`config.mk`:
```
export PLATFORM = sky130hd
export DESIGN_NAME = response_misr
export DESIGN_NICKNAME = d
export VERILOG_FILES = /design/src/rtl/response_misr.sv
export SDC_FILE = /design/constraint.sdc
export NUM_CORES = 1
export LEC_CHECK = 0
export CORE_ASPECT_RATIO = 1.4
export CORE_MARGIN = 2
export CORE_UTILIZATION = 38
export CTS_CLUSTER_SIZE = 20
export DETAILED_ROUTE_END_ITERATION = 12
export GPL_TIMING_DRIVEN = 0
export PLACE_DENSITY = 0.78
export SYNTH_ARGS = -nofsm -noshare
export SYNTH_HDL_FRONTEND = slang
export SYNTH_SLANG_ARGS = --single-unit
```
`constraint.sdc`:
```
create_clock -name clk -period 1.7 [get_ports clk]
set_input_delay 0.34 -clock clk [delete_from_list [all_inputs] [get_ports clk]]
set_output_delay 0.34 -clock clk [all_outputs]
set_load 0.1 [all_outputs]
```
`src/rtl/response_misr.sv`:
```
// Response compactor: folds one WIDTH-bit vector per accepted handshake into a MISR,
// then flags done and compares the final signature against a golden value.
module response_misr #(
    parameter int          WIDTH       = 32,
    parameter int          NUM_VECTORS = 10000,
    parameter logic [31:0] POLY        = 32'h04C11DB7,
    parameter logic [31:0] SEED        = 32'h0,
    localparam int         CNT_W       = $clog2(NUM_VECTORS + 1)
) (
    input  logic             clk,
    input  logic             rst,
    input  logic             start,
    input  logic             in_valid,
    output logic             in_ready,
    input  logic [WIDTH-1:0] in_data,
    input  logic [WIDTH-1:0] expected,
    output logic [WIDTH-1:0] signature,
    output logic [CNT_W-1:0] count,
    output logic             done,
    output logic             pass
);

    localparam logic [WIDTH-1:0] POLY_W = WIDTH'(POLY);
    localparam logic [WIDTH-1:0] SEED_W = WIDTH'(SEED);
    localparam logic [CNT_W-1:0] LAST   = CNT_W'(NUM_VECTORS - 1);

    typedef enum logic [1:0] {
        IDLE = 2'd0,
        RUN  = 2'd1,
        DONE = 2'd2
    } state_t;

    state_t           state, state_next;
    logic [WIDTH-1:0] sig_p1;
    logic [CNT_W-1:0] cnt_p1;
    logic             done_p1, pass_p1;
    logic             accept, last_accept, restart;
    logic [WIDTH-1:0] sig_next;

    // One MISR step: shift left, reduce by the feedback polynomial, XOR in the vector.
    function automatic logic [WIDTH-1:0] misr_step(input logic [WIDTH-1:0] s,
                                                   input logic [WIDTH-1:0] d);
        logic [WIDTH-1:0] fb;
        fb = s[WIDTH-1] ? POLY_W : '0;
        return {s[WIDTH-2:0], 1'b0} ^ fb ^ d;
    endfunction

    assign in_ready    = (state == RUN);
    assign accept      = in_valid & in_ready;
    assign last_accept = accept & (cnt_p1 == LAST);
    assign restart     = start & ((state == IDLE) | (state == DONE));
    assign sig_next    = misr_step(sig_p1, in_data);

    always_comb begin
        state_next = state;
        case (state)
            IDLE:    if (start) state_next = RUN;
            RUN:     if (last_accept) state_next = DONE;
            DONE:    if (start) state_next = RUN;
            default: state_next = IDLE;
        endcase
    end

    // Stage p1: registered state, signature, count and completion flags
    always_ff @(posedge clk) begin
        if (rst) begin
            state   <= IDLE;
            sig_p1  <= SEED_W;
            cnt_p1  <= '0;
            done_p1 <= 1'b0;
            pass_p1 <= 1'b0;
        end else begin
            state <= state_next;
            if (restart) begin
                sig_p1  <= SEED_W;
                cnt_p1  <= '0;
                done_p1 <= 1'b0;
                pass_p1 <= 1'b0;
            end else if (accept) begin
                sig_p1 <= sig_next;
                cnt_p1 <= cnt_p1 + CNT_W'(1);
                if (last_accept) begin
                    done_p1 <= 1'b1;
                    pass_p1 <= (sig_next == expected);
                end
            end
        end
    end

    assign signature = sig_p1;
    assign count     = cnt_p1;
    assign done      = done_p1;
    assign pass      = pass_p1;

endmodule
```
==> Yosys cells after proc, flatten, opt, wreduce, memory -nomap -nowiden <==
Cells that the tools add are included.
{ "word_totals": {"regBits": 50, "word_cells": 27} }
{ "op_classes": {"add_sub_neg": 1, "eq_ne": 6, "mux": 4, "n_bitwise": 6, "reduce_logical": 5} }
{ "op_table": {"columns": ["cell", "n"], "rows": [
  ["32-bit == test", 1],
  ["32-bit by 27-bit bitwise XOR with 32-bit output", 1],
  ["32-bit bitwise XOR", 1],
  ["27-bit two-way mux", 1],
  ["14-bit by 1-bit adder with 14-bit output (second input constant)", 1],
  ["14-bit == test (second input constant)", 1],
  ["2-bit two-way mux", 2],
  ["2-bit by 1-bit != test with 1-bit output (second input constant)", 2],
  ["2-bit case mux with 2 select lines", 1],
  ["2-bit AND reduction", 2],
  ["2-bit OR reduction", 2],
  ["1-bit bitwise AND", 3],
  ["2-bit by 1-bit == test with 1-bit output (second input constant)", 1],
  ["2-bit == test (second input constant)", 1],
  ["2-bit zero test", 1],
  ["1-bit OR", 1]
]} }

==> Longest topological paths before layout <==
Gate-level depths: netlist (run 1).
{ "depth": {"ltp_word": 5, "depth_mapped": 7, "mapped_depth_nobuf": 6} }

==> Worst setup path before layout (run 1) <==
No wires, ideal clock.
{ "synth_timing": {"path_kind": "register -> register", "start": "reg state[0]", "end": "reg sig_p1[4] (netlist: signature[4])", "setup_ns": 0.132, "arrival_time_ns": 2.483, "setup_slack_ns": -0.915, "path_stages_with_launch": 6, "path_cell_list": "dfxtp_1 > nor2b_1 > nand2_1 > clkbuf_1 > nand2_1 > a21oi_1"} }
{ "synth_rtl": {"columns": ["element", "line_no", "text"], "rows": [
  ["start: declaration", "33", "state_t state, state_next;"],
  ["start signal: assignment", "73", "state <= state_next;"],
  ["2-bit by 1-bit == test with 1-bit output", "48", "assign in_ready = (state == RUN);"],
  ["named net in_ready", "14", "output logic in_ready,"],
  ["1-bit bitwise AND", "49", "assign accept = in_valid & in_ready;"],
  ["end signal: assignment", "80", "sig_p1 <= sig_next;"],
  ["end: declaration", "34", "logic [WIDTH-1:0] sig_p1;"]
]} }
The timed path passes the listed nets, and every way through them passes these cells.
A chain may end at the register's enable or synchronous reset.

==> Worst setup path after layout (run 1) <==
{ "layout_timing": {"start": "reg state[0]", "end": "reg pass_p1 (netlist: pass)"} }
{ "layout_via": {"elab_chain_len": 4} }
{ "layout_lines": {"columns": ["element", "line_no", "text"], "rows": [
  ["2-bit by 1-bit == test with 1-bit output (tied with other cells)", "48", null],
  ["1-bit bitwise AND / 1-bit OR (equally long branches)", "49, 51", null],
  ["1-bit bitwise AND, on equally long branches", "50, 51", null],
  ["2-bit AND reduction (no source line) / 2-bit OR reduction (equally long branches)", null, null],
  ["end signal: assignment", "84", "pass_p1 <= (sig_next == expected);"],
  ["end: declaration", "36", "logic done_p1, pass_p1;"]
]} }
Several ways; a longest one is shown, not always the timed one.

==> results.toml, run 1 <==
[worst_setup_path]
path_depth = 6
critPathKind = "reg2reg"
worst-path-max-fanout = 4
rr_endpoint = "pass"
cp_cell_sequence = "nand2b_1, nand2b_4, or4_4, nor4_4, nand4_1, o21ai_1"
max_stage_delay_ns = 0.53
required_ns = 1.96
startpoint = "state[0]"
end_kind = "flop"
cp.arrival_ns = 1.96
rr_worst_depth = 6
worst_setup_path_start_kind = "flop"
rr_startpoint = "state[0]"
cp-endpoint = "pass"
critical_path.top_delay_family = "simple AND/OR/NAND/NOR gates"
cp_slowest_cell = "or4_4"
timing.reg2reg.setup_slack_ns = -0.006
path_buf_inv = 0

[power_and_ir_drop]
sequentialPowerShare_pct = 39.0
total_power_mw = 3.16
p_sw_uw = 994
p_leak_nw = 1.71
pwr-share-comb_pct = 29.3
switching_share_pct = 31.5
ir_drop_v = 0.000412
power_density_nw_per_um2 = 669
p_clk_share_pct = 31.7
intPower_mw = 2.16

[finish]
area_growth_pct = 73.7
utilization_pct = 68.0
layout-drive-gt1-share_pct = 34.8
final_cells = 558
nNetsFinal = 531
antenna_cells = 0

[global_route]
grt_max_degree = 16
grt_pass1_wl_mm = 13.6
antenna_found_initial = 0
grt_usage_pct = 22.5
grt_pass1_vias = 2771
overflow = 0

[logic_synthesis]
synth-async-reset-ratio_pct = 0
yosysUniqueCellTypes = 36
syn-cell-area_um2 = 2720
synth_largest_area_cell = "dfxtp_1"
synthFlopType = "dfxtp_1"
seq_area_frac_synth_pct = 36.8
yosys_warnings = 0
synthCells = 322
synth_commonest_cells = "50 x dfxtp_1, 48 x xnor2_1, 39 x xor2_1"
syn_nets = 391
synth-edff-count = 0
synth_seq_cells = 50
syn_avg_cell_area_um2 = 8.44
yosysMostFrequentCell = "dfxtp_1"
synth_top_area_share_pct = 36.8
synthTopCellsByArea = "dfxtp_1 37%, xnor2_1 15%, xor2_1 13%"

[timing]
period_share_pct = 100
finalWorstSetupSlack_ns = -0.00622
setup_violations = 1
hold_viol_final = 0
fin_skew_ns = 0.0115
period_needed_ns = 1.71
tightest_slew_ns = 0.572
setup_tns_ns = -0.00622
whs_ns = 0.281
maxSlewHeadroom_pct = 62.0
rsz0062_at_grt = "true"
maxSlewViolCount = 0
max_freq_mhz = 586

[place]
hpwl_mm = 6.49
place_congestion = 0.906
io_buffers = 116
placed_cells = 533

[detailed_routing]
vias = 2835
viasPerCell = 5.08
drt-pass1-iter-count = 4
ant_nets = 0
drtIter0Drc = 126
drt-total-wl_mm = 8.79
drt-wirelength-per-cell_um = 15.7
drcViolationCount = 0

[die]
initial_core_util_pct = 39.2
dieArea_um2 = 7850
die_w_um = 75.5
die_h_um = 104
pin_count = 117
coreArea_um2 = 6940
num_rows = 36

[clock_network]
clkLatencyLatePin_ns = 0.31
cts.htree.levels = 2
cts_tree = "built"
clk_pin_slew_ns = 0.10
cts_inserted_buffers = 5
cts_hold_buf = 0
cts_root_buf = "clkbuf_8"
cts_sinks = 50
clock_path_buffers = 2

[run_status]
violations = "negative setup slack"
status = "finished with violations"

[worst_hold_path]
hold_path.class = "in2reg"
holdCritStartpoint = "rst"

[flow_run]
drv_cap = 0
sequential cells by signal (all words and copies together), names as in the netlist:
signal / cells
pass: 1
done: 1
count: 14
state: 2
signature: 32
power groups by stage:
| stage | combinational (mW) | sequential (mW) | clock, mW |
|---|---|---|---|
| global route | 0.980 | 1.24 | 1.06 |
| global placement | 0.832 | 1.25 | 0 |
| detailed placement | 0.839 | 1.25 | 0 |
| floorplan | 0.324 | 1.45 | 0 |
| CTS | 0.872 | 1.23 | 1.02 |
| finish | 0.926 | 1.23 | 0.999 |
layer usage:
layer | up-vias | routed length (um) | track usage, %
met5 | - | 0 | 0
met4 | 0 | 201 | 8.52
met3 | 18 | 569 | 4.65
met2 | 110 | 4660 | 38.4
met1 | 1346 | 3360 | 26.7
li1 | 1361 | - | -
cell families (layout without fill, tap and decap cells):
kind of cell               count (synthesis)  in the layout  share of synthesized area (%)
buffers and inverters                     19            160                           2.72
AOI/OAI and AO/OA                         51             51                           11.9
muxes                                      1              1                          0.369
adders and majority gates                  1              1                          0.461
DFF                                       50             50                           36.8
xor gates and xnor gates                  87             87                           28.1
and+or+nand+nor                          113            113                           19.6
stage by stage:
stage | cell area, um2 | worst slack [ns]
finish | 4720 | -0.00622
global route | 4720 | -0.116
CTS | 4510 | -0.0246
detailed placement | 4140 | -0.707
global placement | 4140 | -0.704
floorplan | 2860 | -0.0236
repair_timing:
action	in CTS	in global routing
setup endpoints to repair	94	33
gates cloned	0	1
pin swaps	21	17
buffers inserted	11	6
gates resized for setup	177	33
layout by cell type, fill, tap and decap left out, drive strengths merged, types with 14 or more instances in the layout:
| cell | count |
|---|---|
| clkdlybuf4s50 | 52 |
| dfxtp | 50 |
| clkdlybuf4s15 | 48 |
| xnor2 | 48 |
| xor2 | 39 |
| nand2 | 37 |
| nor2 | 33 |
| buf | 23 |
| a21oi | 20 |
| a211oi | 20 |
| clkbuf | 14 |
final cells by class:
type	instances	area, um2
flip-flops and latches	50	1090
fillers	556	2220
multi-input cells	253	1890
clock inverters	3	63.8
plain buffers	13	78.8
clock buffers	5	68.8
repair buffers	134	1390
well taps	95	119
inverters	5	18.8
worst min-delay path by stage:
| stage | end | slack, ns | depth (start not counted) |
|---|---|---|---|
| floorplan | state[0] | 0.41 | 1 |
| global placement | done | 0.43 | 2 |
| detailed placement | done | 0.44 | 2 |
| CTS | done | 0.46 | 2 |
| global route | state[1] | 0.30 | 2 |
| finish | state[1] | 0.28 | 2 |
Power figures use the tool's default switching activity.
==> run 2, diff against run 1 <==
ABC_AREA = 1   (was default)
CORE_UTILIZATION = 41   (was 38)
PLACE_DENSITY = 0.79   (was 0.78)
==> run 2 against run 1 <==
  * The flow now finishes without violations
  * Worst hold slack improved by 0.18 ns
  * Core utilization down 5.3 points
  * Critical path depth decreased by 5
  * Final cell count up 35%
  * Die area grew 11%
  * Critical endpoint is now signature[16]
==> results.toml, run 2 <==
[run_status]
status = "finished clean"

[place]
placed_area_um2 = 4630
hpwl_mm = 7.81
place_congestion = 0.834
io_buffers = 116
pre_cts_ws_ns = -0.660

[worst_hold_path]
hold_depth = 2
hold_path.class = "reg2reg"

[worst_setup_path]
path_buf_inv = 1
rr_worst_depth = 14
critPathKind = "reg2out"
critical_path.top_delay_family = "buffers and inverters"
end_kind = "primary output"
path_depth = 1
cp.arrival_ns = 1.32
max_stage_delay_ns = 0.58
cp_cell_sequence = "clkdlybuf4s18_2"
cp_slowest_cell = "clkdlybuf4s18_2"
worst-path-max-fanout = 4
required_ns = 1.36
worst_setup_path_start_kind = "flop"

[global_route]
overflow = 0
use_met1_pct = 27.3
busiest_layer = "met2"
grt_max_degree = 16
antenna_found_initial = 0
use_met3_pct = 3.20
met2_usage_pct = 44.1
grt_usage_pct = 23.4
grt_pass1_vias = 3601
grt_pass1_wl_mm = 16.3

[logic_synthesis]
synth-edff-count = 0
syn_nets = 596
yosys_warnings = 0
seq_area_frac_synth_pct = 30.6
yosysMostFrequentCell = "nand2_1"
synth_seq_cells = 50
syn_avg_cell_area_um2 = 6.20
synthCells = 527
synth_commonest_cells = "177 x nand2_1, 82 x inv_1, 50 x dfxtp_1"
syn-cell-area_um2 = 3270
synth-async-reset-ratio_pct = 0
yosysUniqueCellTypes = 35
synth_largest_area_cell = "dfxtp_1"
synthTopCellsByArea = "dfxtp_1 31%, nand2_1 20%, inv_1 9.4%"
synth_top_area_share_pct = 30.6
synthFlopType = "dfxtp_1"

[die]
initial_core_util_pct = 42.2
pin_count = 117
dieArea_um2 = 8710
coreArea_um2 = 7750
num_rows = 38
die_w_um = 79.5
die_h_um = 110

[clock_network]
clock_path_buffers = 2
cts_sinks = 50
clkLatencyLatePin_ns = 0.30
cts_tree = "built"
cts.htree.levels = 2
clk_pin_slew_ns = 0.10
cts_inserted_buffers = 5
cts_root_buf = "clkbuf_8"

[power_and_ir_drop]
p_sw_mw = 1.06
switching_share_pct = 35.9
sequentialPowerShare_pct = 42.1
intPower_mw = 1.89
ir_drop_v = 0.000394
p_clk_share_pct = 25.6
power_density_nw_per_um2 = 606
p_leak_nw = 2.20
pwr-share-comb_pct = 32.4

[detailed_routing]
viasPerCell = 4.99
vias = 3757
ant_nets = 0
drt-total-wl_mm = 10.0
drt-pass1-iter-count = 4
drt-wirelength-per-cell_um = 13.3
drcViolationCount = 0
drtIter0Drc = 197

[finish]
fin_area_um2 = 4860
fillers = 718
final_common_cell = "nand2_1"
layout_common_cells = "172 x nand2_1, 81 x inv_1, 67 x clkdlybuf4s50_1"
antenna_cells = 0
layout-drive-gt1-share_pct = 21.6
area_growth_pct = 48.8
nNetsFinal = 721
largest_register_ffs = 32

[timing]
finalWorstSetupSlack_ns = 0.0429
setup_tns_ns = 0
hold_viol_final = 0
tightest_slew_ns = 0.587
max_freq_mhz = 603
setup_violations = 0
period_share_pct = 97.5
maxSlewHeadroom_pct = 61.1
fin_skew_ns = 0.00602
whs_ns = 0.456
rsz0062_at_grt = "true"
period_needed_ns = 1.66
maxSlewViolCount = 0

[flow_run]
drv_cap = 0
[run 2: changes by cell type in the layout (fill, tap and decap cells not counted), sizes merged, moves of 27 or more]
cell / previous run / this run
xor2: 39 / 5
xnor2: 48 / 6
o21ai: 5 / 33
inv: 5 / 85
nand2: 37 / 191
a21oi: 20 / 47
[run 2: cell families (layout without fill, tap and decap cells)]
kind of cell / count (synthesis) / after routing / synth area share, %
fa+ha+maj: 1 / 1 / 0.383
flops: 50 / 50 / 30.6
buf+inv: 99 / 225 / 12.2
simple gates: 275 / 275 / 37.9
xor+xnor: 13 / 13 / 4.63
compound gates: 89 / 89 / 14.3
[run 2: timing repair]
item / CTS / global route
resized for setup: 152 / 18
buffers inserted: 0 / 2
pin swaps: 0 / 4
setup endpoints to repair: 92 / 13
hold buffers: 0 / 0
[run 2: worst paths after layout]
kind / start / endpoint / slack [ns]
worst max-delay path: signature[16] / signature[16] / 0.04
worst min-delay path: done / done / 0.46
worst max register to register: signature[31] / pass / 0.07
worst min register to register: done / done / 0.46
[run 2: area by class of cell]
| type | instances | area, um2 | share of cell area (%) |
|---|---|---|---|
| Sequential cell | 50 | 1040 | 21.4 |
| Clock buffer | 6 | 82.6 | 1.70 |
| Tap cell | 100 | 125 | 2.57 |
| Inverter | 86 | 325 | 6.69 |
| Clock inverter | 2 | 12.5 | 0.257 |
| Multi-Input combinational cell | 378 | 1950 | 40.0 |
| Buffer | 13 | 100 | 2.06 |
| Timing Repair Buffer | 118 | 1230 | 25.3 |
[run 2: per-layer routing]
layer  share of wire (%)  up-vias
met5                   0        -
met4                 1.9        0
met3                 4.5       14
met2                  52      108
met1                  41     1729
li1                    -     1906
[run 2: worst min-delay path, cell delays in order (launching register included)]
cell     delay, ns
dfxtp_1       0.32
inv_1         0.05
a21oi_1       0.05
[run 2: per-stage QoR]
| step | power [mW] | instances | utilization [%] |
|---|---|---|---|
| 6_report | 2.95 | 753 | 62.8 |
| 5_1_grt | 3.09 | 753 | 62.8 |
| 4_1_cts | 2.93 | 751 | 61.9 |
| 3_5_place_dp | 2.21 | 743 | 59.8 |
| 3_3_place_gp | 2.18 | 743 | 59.8 |
| 2_1_floorplan | 1.86 | 527 | - |
[run 2: power by group through the flow]
stage	registers, mW	clock network, mW	logic, mW
global route	1.25	0.805	1.04
floorplan	1.49	0	0.372
CTS	1.24	0.759	0.935
global placement	1.27	0	0.918
finish	1.24	0.754	0.954
detailed placement	1.27	0	0.939
==> run 3, diff against run 2 <==
SKIP_LAST_GASP = 1   (was default)
==> run 3 against run 2 <==
  * Clock skew decreased by 0.0021 ns
  * Sequential cell count unchanged
  * Critical path depth unchanged
  * Clock power about the same
  * Die area unchanged
  * Non-clock buffer count decreased by 2
  * Critical path type unchanged
  * Largest power group unchanged
==> results.toml, run 3 (synthesized netlist as in run 2, its figures left out) <==
[die]
die_h_um = 110
coreArea_um2 = 7750
dieArea_um2 = 8710
initial_core_util_pct = 42.2
num_rows = 38
pin_count = 117
die_w_um = 79.5

[clock_network]
clkLatencyLatePin_ns = 0.30
cts_inserted_buffers = 5
cts_sinks = 50
cts_root_buf = "clkbuf_8"
clk_pin_slew_ns = 0.10
post_cts_buffers = 0
clock_path_buffers = 2
cts_tree = "built"
cts_hold_buf = 0
cts.htree.levels = 2

[worst_setup_path]
worst_setup_path_start_kind = "flop"
rr_worst_depth = 14
cp.arrival_ns = 1.32
cp_cell_sequence = "clkdlybuf4s18_2"
max_stage_delay_ns = 0.58
critPathKind = "reg2out"
timing.reg2reg.setup_slack_ns = 0.07
rr_startpoint = "signature[31]"
path_buf_inv = 1
path_depth = 1
worst-path-max-fanout = 4
required_ns = 1.36
end_kind = "primary output"
rr_endpoint = "pass"
critical_path.top_delay_family = "buffers and inverters"
cp_slowest_cell = "clkdlybuf4s18_2"

[global_route]
grt_usage_pct = 23.4
overflow = 0
antenna_found_initial = 0
grt_pass1_wl_mm = 16.3
grt_max_degree = 16
grt_pass1_vias = 3611

[finish]
final_cells = 751
area_growth_pct = 47.1
largest_register_ffs = 32
fillers = 720
nNetsFinal = 719
utilization_pct = 62.0
antenna_cells = 0
final_common_cell = "nand2_1"
layout-drive-gt1-share_pct = 20.4
layout_common_cells = "175 x nand2_1, 81 x inv_1, 67 x clkdlybuf4s50_1"

[place]
placed_cells = 743
place_congestion = 0.834
hpwl_mm = 7.81
io_buffers = 116

[timing]
setup_violations = 0
period_needed_ns = 1.66
hold_viol_final = 0
tightest_slew_ns = 0.587
setup_tns_ns = 0
period_share_pct = 97.4
maxSlewViolCount = 0
maxSlewHeadroom_pct = 61.1
rsz0062_at_grt = "true"
whs_ns = 0.455
max_freq_mhz = 604
fin_skew_ns = 0.00395

[detailed_routing]
viasPerCell = 4.94
drt-total-wl_mm = 9.85
drtIter0Drc = 193
ant_nets = 0
vias = 3708
drt-pass1-iter-count = 5
drcViolationCount = 0
drt-wirelength-per-cell_um = 13.1

[power_and_ir_drop]
ir_drop_v = 0.000392
p_leak_nw = 2.18
power_density_nw_per_um2 = 610
total_power_mw = 2.93

[worst_hold_path]
hold_path.class = "reg2reg"
hold_depth = 2
hold_end = "done"
holdCritStartpoint = "done"

[run_status]
status = "finished clean"

[flow_run]
drv_cap = 0
[run 3: timing repair]
action                                  CTS  global route
gates resized for setup                 149            10
endpoints found under the setup margin   92            30
gates cloned                              0             0
pin swaps                                 0             2
[run 3: layout make-up]
cell class                 instances  area, um2  area share [%]
multi-input combinational        378       1920            40.0
buffer                            13       83.8            1.74
tap                              100        125            2.60
clock inverter                     2       12.5           0.260
timing repair buffer             116       1210            25.3
sequential                        50       1040            21.7
inverter                          86        325            6.77
clock buffer                       6       82.6            1.72
[run 3: power breakdown]
group	switching [mW]	internal (mW)	total, mW
clock network	0.426	0.329	0.755
registers	0.0336	1.21	1.24
logic	0.590	0.346	0.936
total	1.05	1.88	2.93
[run 3: worst max-delay path by stage]
stage | from | end | slack [ns]
2_1_floorplan | state[0] | count[9] | -0.23
3_3_place_gp | start | count[4] | -0.56
3_5_place_dp | start | count[4] | -0.66
4_1_cts | state[0] | in_ready | -0.04
5_1_grt | signature[31] | pass | -0.14
6_report | signature[16] | signature[16] | 0.04
[run 3: metrics by stage]
| stage | setup slack (ns) | cell area [um2] |
|---|---|---|
| floorplan | -0.226 | 3350 |
| global placement | -0.562 | 4630 |
| detailed placement | -0.660 | 4630 |
| CTS | -0.0397 | 4800 |
| global route | -0.144 | 4810 |
| finish | 0.0436 | 4810 |
[run 3: per-layer routing]
| layer | track usage [%] | up-vias | share of wire, % |
|---|---|---|---|
| met3 | 3.20 | 14 | 4.5 |
| met5 | 0 | - | 0 |
| met4 | 6.77 | 0 | 2.0 |
| met2 | 44.0 | 92 | 52 |
| met1 | 27.4 | 1703 | 42 |
| li1 | - | 1899 | - |
